[src/rtl/riscv_mpsoc_pkg.sv]
// Shared types for the MPSoC regression stimulus blocks: register-file
// writeback driver state encoding and the buffered command payload.
package riscv_mpsoc_pkg;

  localparam int unsigned XLEN       = 64;
  localparam int unsigned WB_DEPTH   = 8;
  localparam int unsigned GAP_W      = 4;
  localparam int unsigned REG_ADDR_W = 5;

  typedef enum logic [1:0] {
    WB_IDLE  = 2'd0,
    WB_GAP   = 2'd1,
    WB_ISSUE = 2'd2
  } wb_state_e;

  typedef struct packed {
    logic                  we;
    logic [REG_ADDR_W-1:0] addr;
    logic [XLEN-1:0]       data;
    logic [GAP_W-1:0]      gap;
  } wb_cmd_t;

endpackage

[src/rtl/riscv_wb_cmd_fifo.sv]
// Synchronous command FIFO for the writeback driver. Registered empty/full
// and occupancy count; exposes the head entry and the gap of the entry behind
// it so the driver can chain beats without a bubble.
module riscv_wb_cmd_fifo
  import riscv_mpsoc_pkg::*;
#(
  parameter  int unsigned DEPTH = WB_DEPTH,
  localparam int unsigned PTR_W = $clog2(DEPTH),
  localparam int unsigned CNT_W = PTR_W + 1
) (
  input  logic             clk,
  input  logic             rst,
  input  logic             push,
  input  logic             pop,
  input  wb_cmd_t          wdata,
  output wb_cmd_t          head_c,
  output logic [GAP_W-1:0] second_gap_c,
  output logic             empty,
  output logic [CNT_W-1:0] count
);

  wb_cmd_t          mem [DEPTH];
  logic [PTR_W-1:0] rd_ptr;
  logic [PTR_W-1:0] wr_ptr;
  logic [PTR_W-1:0] rd_ptr_p1;
  logic [CNT_W-1:0] count_n;
  logic             full;
  logic             do_push;
  logic             do_pop;

  assign do_push      = push && !full;
  assign do_pop       = pop && !empty;
  assign count_n      = count + CNT_W'(do_push) - CNT_W'(do_pop);
  assign rd_ptr_p1    = rd_ptr + PTR_W'(1);
  assign head_c       = mem[rd_ptr];
  assign second_gap_c = mem[rd_ptr_p1].gap;

  // Pointers, occupancy and registered status flags.
  always_ff @(posedge clk) begin
    if (rst) begin
      rd_ptr <= '0;
      wr_ptr <= '0;
      count  <= '0;
      full   <= 1'b0;
      empty  <= 1'b1;
    end else begin
      if (do_push) wr_ptr <= wr_ptr + PTR_W'(1);
      if (do_pop)  rd_ptr <= rd_ptr_p1;
      count <= count_n;
      full  <= (count_n == CNT_W'(DEPTH));
      empty <= (count_n == '0);
    end
  end

  // Storage array; contents are don't-care until written.
  always_ff @(posedge clk) begin
    if (do_push) mem[wr_ptr] <= wdata;
  end

endmodule

[src/rtl/riscv_wb_driver.sv]
// Regression stimulus: replays buffered write commands onto the integer
// register-file writeback bus with a per-command idle gap.
// Optional build macro RISCV_WB_DRIVER_X0_FILTER_EN: writes to x0 still
// produce a counted beat but with wb_we forced low.
module riscv_wb_driver
  import riscv_mpsoc_pkg::*;
#(
  parameter int unsigned DEPTH = WB_DEPTH
) (
  input  logic                  clk,
  input  logic                  rst,
  input  logic                  cmd_valid,
  output logic                  cmd_ready,
  input  logic                  cmd_we,
  input  logic [REG_ADDR_W-1:0] cmd_addr,
  input  logic [XLEN-1:0]       cmd_data,
  input  logic [GAP_W-1:0]      cmd_gap,
  output logic                  wb_valid,
  output logic                  wb_we,
  output logic [REG_ADDR_W-1:0] wb_addr,
  output logic [XLEN-1:0]       wb_data,
  output logic                  busy,
  output logic [15:0]           issued_cnt
);

  localparam int unsigned CNT_W = $clog2(DEPTH) + 1;

  wb_state_e             state_q;
  wb_state_e             state_n;
  logic [GAP_W-1:0]      gap_q;
  logic [GAP_W-1:0]      gap_n;
  wb_cmd_t               cmd_in;
  wb_cmd_t               head;
  logic [GAP_W-1:0]      second_gap;
  logic                  fifo_empty;
  logic [CNT_W-1:0]      fifo_count;
  logic [CNT_W-1:0]      fifo_count_n;
  logic                  push_c;
  logic                  pop_c;
  logic                  head_we_c;
  logic                  wb_valid_n;
  logic                  wb_we_n;
  logic [REG_ADDR_W-1:0] wb_addr_n;
  logic [XLEN-1:0]       wb_data_n;

  assign push_c       = cmd_valid && cmd_ready;
  assign cmd_in       = '{we: cmd_we, addr: cmd_addr, data: cmd_data, gap: cmd_gap};
  assign fifo_count_n = fifo_count + CNT_W'(push_c) - CNT_W'(pop_c);

`ifdef RISCV_WB_DRIVER_X0_FILTER_EN
  assign head_we_c = head.we && (head.addr != '0);
`else
  assign head_we_c = head.we;
`endif

  riscv_wb_cmd_fifo #(
    .DEPTH (DEPTH)
  ) u_fifo (
    .clk          (clk),
    .rst          (rst),
    .push         (push_c),
    .pop          (pop_c),
    .wdata        (cmd_in),
    .head_c       (head),
    .second_gap_c (second_gap),
    .empty        (fifo_empty),
    .count        (fifo_count)
  );

  // FSM state and gap countdown registers.
  always_ff @(posedge clk) begin
    if (rst) begin
      state_q <= WB_IDLE;
      gap_q   <= '0;
    end else begin
      state_q <= state_n;
      gap_q   <= gap_n;
    end
  end

  // Next-state, FIFO pop and next writeback beat; the follow-on command is
  // judged from the pre-pop count, so a push into the last slot waits in IDLE.
  always_comb begin
    state_n    = state_q;
    gap_n      = gap_q;
    pop_c      = 1'b0;
    wb_valid_n = 1'b0;
    wb_we_n    = 1'b0;
    wb_addr_n  = wb_addr;
    wb_data_n  = wb_data;
    case (state_q)
      WB_IDLE: begin
        if (!fifo_empty) begin
          if (head.gap == '0) begin
            state_n = WB_ISSUE;
          end else begin
            state_n = WB_GAP;
            gap_n   = head.gap;
          end
        end
      end
      WB_GAP: begin
        gap_n = gap_q - GAP_W'(1);
        if (gap_q == GAP_W'(1)) state_n = WB_ISSUE;
      end
      WB_ISSUE: begin
        pop_c      = 1'b1;
        wb_valid_n = 1'b1;
        wb_we_n    = head_we_c;
        wb_addr_n  = head.addr;
        wb_data_n  = head.data;
        if (fifo_count < CNT_W'(2)) begin
          state_n = WB_IDLE;
        end else if (second_gap == '0) begin
          state_n = WB_ISSUE;
        end else begin
          state_n = WB_GAP;
          gap_n   = second_gap;
        end
      end
      default: state_n = WB_IDLE;
    endcase
  end

  // Registered writeback bus, status flags and saturating beat counter.
  always_ff @(posedge clk) begin
    if (rst) begin
      wb_valid   <= 1'b0;
      wb_we      <= 1'b0;
      wb_addr    <= '0;
      wb_data    <= '0;
      busy       <= 1'b0;
      cmd_ready  <= 1'b1;
      issued_cnt <= '0;
    end else begin
      wb_valid  <= wb_valid_n;
      wb_we     <= wb_we_n;
      wb_addr   <= wb_addr_n;
      wb_data   <= wb_data_n;
      busy      <= (fifo_count_n != '0) || (state_n != WB_IDLE);
      cmd_ready <= (fifo_count_n != CNT_W'(DEPTH));
      if (wb_valid_n && (issued_cnt != 16'hFFFF)) issued_cnt <= issued_cnt + 16'd1;
    end
  end

endmodule

[config.mk]
export PLATFORM = sky130hd
export DESIGN_NAME = riscv_wb_driver
export DESIGN_NICKNAME = d
export VERILOG_FILES = /design/src/rtl/riscv_mpsoc_pkg.sv /design/src/rtl/riscv_wb_cmd_fifo.sv /design/src/rtl/riscv_wb_driver.sv
export SDC_FILE = /design/constraint.sdc
export NUM_CORES = 1
export LEC_CHECK = 0
export ABC_AREA = 1
export BUFFER_PORTS_ARGS = -buffer_cell sky130_fd_sc_hd__buf_2
export CORE_ASPECT_RATIO = 0.6
export CORE_MARGIN = 5
export CORE_UTILIZATION = 30
export CTS_CLUSTER_SIZE = 24
export DETAILED_ROUTE_END_ITERATION = 16
export GPL_TIMING_DRIVEN = 1
export SYNTH_ARGS = -nofsm -noshare
export SYNTH_HDL_FRONTEND = slang
export SYNTH_SLANG_ARGS = --single-unit
[constraint.sdc]
create_clock -name clk -period 7.5 [get_ports clk]
set_clock_uncertainty 0.1 [all_clocks]
set_input_delay 0 -clock clk [delete_from_list [all_inputs] [get_ports clk]]
set_output_delay 0 -clock clk [all_outputs]
set_load 0.01 [all_outputs]
==> results.py <==
metrics = {
    "run_status": {
        "status": "complete, no violations",
    },
    "yosys": {
        "ys_types": 36,
        "synth_top_flop_cell": "sky130_fd_sc_hd__edfxtp_1",
        "synth_seq_area_share_pct": 73.2,
        "synthCells": 2186,
        "synth_most_common_cell": "sky130_fd_sc_hd__edfxtp_1",
        "synth-edff-count": 592,
        "syn_avg_cell_area_um2": 12.5,
        "synth_common_cells": "sky130_fd_sc_hd__edfxtp_1, sky130_fd_sc_hd__o21ai_0, sky130_fd_sc_hd__nor2_1",
        "synth.top_cells.by_area": "sky130_fd_sc_hd__edfxtp_1, sky130_fd_sc_hd__dfxtp_1, sky130_fd_sc_hd__o21ai_0",
        "synth_async_reset_ratio_pct": 0,
        "synth.cell_area_um2": 27300,
        "share_of_yosys_cell_area_claimed_by_the_top_area_cell_type_pct": 65.1,
        "synth_area_leader_cell": "sky130_fd_sc_hd__edfxtp_1",
        "synth_warnings": 0,
        "ys_seq_elements": 702,
        "synthesis.nets": 2283,
    },
    "cells_and_area": {
        "stdcell_area_um2": 32200,
        "fin_cells": 3654,
        "layout-drive-gt1-share_pct": 12.7,
        "finalNetCount": 2473,
        "area_growth_pct": 18.0,
    },
    "worst_setup_path": {
        "timing_worst_setup_path_type": "flop to flop",
        "top_fanout_value_on_the_critical_path": 43,
        "worstSetupStartpointType": "flop",
        "end_kind": "flop",
        "maximum_single_stage_delay_on_the_critical_path_ns": 0.81,
        "path_cells": "nand2_1 > nor2_1 > inv_1 > nor2_1 > inv_1 > nor2_4 > buf_4",
        "cp_data_required_time_ns": 7.65,
        "critPathSlowestCell": "sky130_fd_sc_hd__nor2_4",
        "worst-endpoint-arrival_ns": 3.70,
    },
    "floorplan": {
        "fp.coreArea_um2": 90000,
        "io-pin-count": 166,
        "die_area_um2": 97300,
        "count_of_standard_cell_rows": 85,
        "die_y_um": 244,
        "die_width_um": 399,
        "initial_util_pct": 30.3,
    },
    "global_routing": {
        "grt_max_degree": 238,
        "antenna_found_initial": 4,
        "grt_first_pass_wirelength_um": 106000,
        "grt_remaining_overflow": 0,
        "grtUsageTotal_pct": 14.0,
        "via_count_of_the_first_global_routing_pass": 16500,
    },
    "route": {
        "remaining_drc_errors": 0,
        "drt_pass1_iterations": 7,
        "routed-via-count": 17600,
        "route.detailed.wl_per_inst_um": 19.1,
        "routed_via_density": 4.80,
        "antenna_violating_nets_left": 0,
        "drtIter0Drc": 1562,
        "drt-total-wl_um": 69700,
    },
    "sta": {
        "timing.final.ws_setup_ns": 3.96,
        "timing.slew.headroom_pct": 17.3,
        "hold_viol_final": 0,
        "whs_ns": 0.103,
        "setup-violations-final": 0,
        "clock.fmax_mhz": 282,
        "finalCriticalPeriod_ns": 3.54,
        "grt_setup_unrepaired": "false",
        "setup_total_neg_slack_ns": 0,
        "timing.final.max_slew_violations": 0,
        "tightest_slew_ns": 1.24,
        "min_period_over_period_pct": 47.2,
    },
    "min_path": {
        "worst_hold_path_type": "input pin to flop",
    },
    "pwr": {
        "power-per-cell-area_nw_per_um2": 303,
        "max-vdd-ir-drop_uv": 188,
        "power.leakage_nw": 11.1,
    },
    "cts": {
        "post-cts-setup-buffer-count": 0,
        "cts_root_buf": "sky130_fd_sc_hd__clkbuf_16",
        "worst_setup_hold_path_clk_slew_ns": 0.06,
        "ctsResizeCount": 0,
        "cts-buffers-inserted": 70,
        "insertion_delay_ns": 0.64,
        "tritoncts": "yes",
        "count_of_h_tree_levels_built_during_cts": 3,
        "clock_tree.buffer_depth": 3,
        "clock_sink_count": 702,
    },
    "placement": {
        "buffer_ports.inserted": 165,
        "globalplace.congestion": 0.781,
        "placedCellCount": 3446,
        "pre_cts_ws_ns": 3.85,
        "placed_area_um2": 29200,
        "hpwlAfterDp_um": 39800,
    },
    "job": {
        "cap_viol_max_count": 0,
    },
}
worst max-delay path, delay by kind of cell (launching register included):
kind	cells	cell delay, ns
flip-flops	1	0.32
AND/OR/NAND/NOR	4	1.58
buffers and inverters	3	1.07
through the flow:
| step | total power, mW | utilization, % |
|---|---|---|
| detailed placement | 6.42 | 32.5 |
| global placement | 6.41 | 32.5 |
| floorplan | 5.85 | - |
| finish | 9.77 | 35.8 |
| CTS | 9.89 | 35.8 |
| global route | 10.3 | 35.8 |
sequential cells by signal, summed over array words and instances (netlist names), named ones only:
register	cells
u_fifo.mem	592
wb_valid	1
issued_cnt	16
u_fifo.count	4
busy	1
wb_data	64
gap_q	4
wb_addr	5
u_fifo.wr_ptr	3
state_q	2
u_fifo.full	1
cmd_ready	1
u_fifo.rd_ptr	3
wb_we	1
u_fifo.empty	1
cell usage in the layout (no fill, tap or decap), types with 8 or more instances in the layout:
master	instances
sky130_fd_sc_hd__inv_1	81
sky130_fd_sc_hd__buf_2	165
sky130_fd_sc_hd__clkbuf_1	23
sky130_fd_sc_hd__clkinv_2	9
sky130_fd_sc_hd__o221ai_1	69
sky130_fd_sc_hd__edfxtp_1	592
sky130_fd_sc_hd__nor2_1	319
sky130_fd_sc_hd__a21oi_1	92
sky130_fd_sc_hd__buf_4	19
sky130_fd_sc_hd__nor2_4	8
sky130_fd_sc_hd__ha_1	17
sky130_fd_sc_hd__o21ai_0	387
sky130_fd_sc_hd__dfxtp_1	107
sky130_fd_sc_hd__dlygate4sd3_1	76
sky130_fd_sc_hd__nand2_1	129
sky130_fd_sc_hd__nand3_1	60
sky130_fd_sc_hd__clkbuf_16	71
sky130_fd_sc_hd__o21ai_1	52
sky130_fd_sc_hd__o22ai_1	73
sky130_fd_sc_hd__nor3_1	8
timing repair:
action | 4_1_cts | 5_1_grt
hold buffers | 76 | 0
endpoints found under the hold margin | 623 | 0
setup endpoints to repair | 0 | 0
metal layers:
| layer | share of wire (%) | global-route usage, % | vias up |
|---|---|---|---|
| li1 | - | - | 8425 |
| met1 | 49 | 21.1 | 8575 |
| met2 | 43 | 20.5 | 462 |
| met3 | 5.7 | 2.89 | 88 |
| met4 | 1.9 | 3.58 | 2 |
| met5 | 0.019 | 0 | - |
report_power, final:
| group | switching [mW] | total, mW | internal [mW] |
|---|---|---|---|
| combinational | 1.09 | 1.56 | 0.468 |
| sequential | 0.133 | 4.79 | 4.66 |
| clock | 1.50 | 3.42 | 1.92 |
cell families (layout without fill, tap and decap cells):
kind of cell,after synthesis,count (layout),share of synthesized area (%)
buf+inv,230,475,3.73
other cells,0,5,0
fa+ha+maj,20,20,0.972
flops,702,702,73.2
xor+xnor,8,8,0.257
compound gates,680,680,13.8
simple gates,546,546,8.07
cell type report:
type | instances | area, um^2
Inverter | 87 | 345
Multi-Input combinational cell | 1254 | 6380
Sequential cell | 702 | 20000
Clock inverter | 28 | 284
Clock buffer | 99 | 1930
Timing Repair Buffer | 261 | 1750
Fill cell | 8777 | 57800
Tap cell | 1218 | 1520
Antenna cell | 5 | 12.5
worst paths after layout:
check             slack, ns           endpoint  cells past startpoint          start
setup / recovery       3.96  u_fifo.mem[7][11]                      7      cmd_ready
hold / removal         0.10  u_fifo.mem[7][49]                      2   cmd_data[45]
setup reg to reg       3.96  u_fifo.mem[7][11]                      7      cmd_ready
hold reg to reg        0.40      issued_cnt[3]                      2  issued_cnt[3]
(Power assumes the default switching activity.)
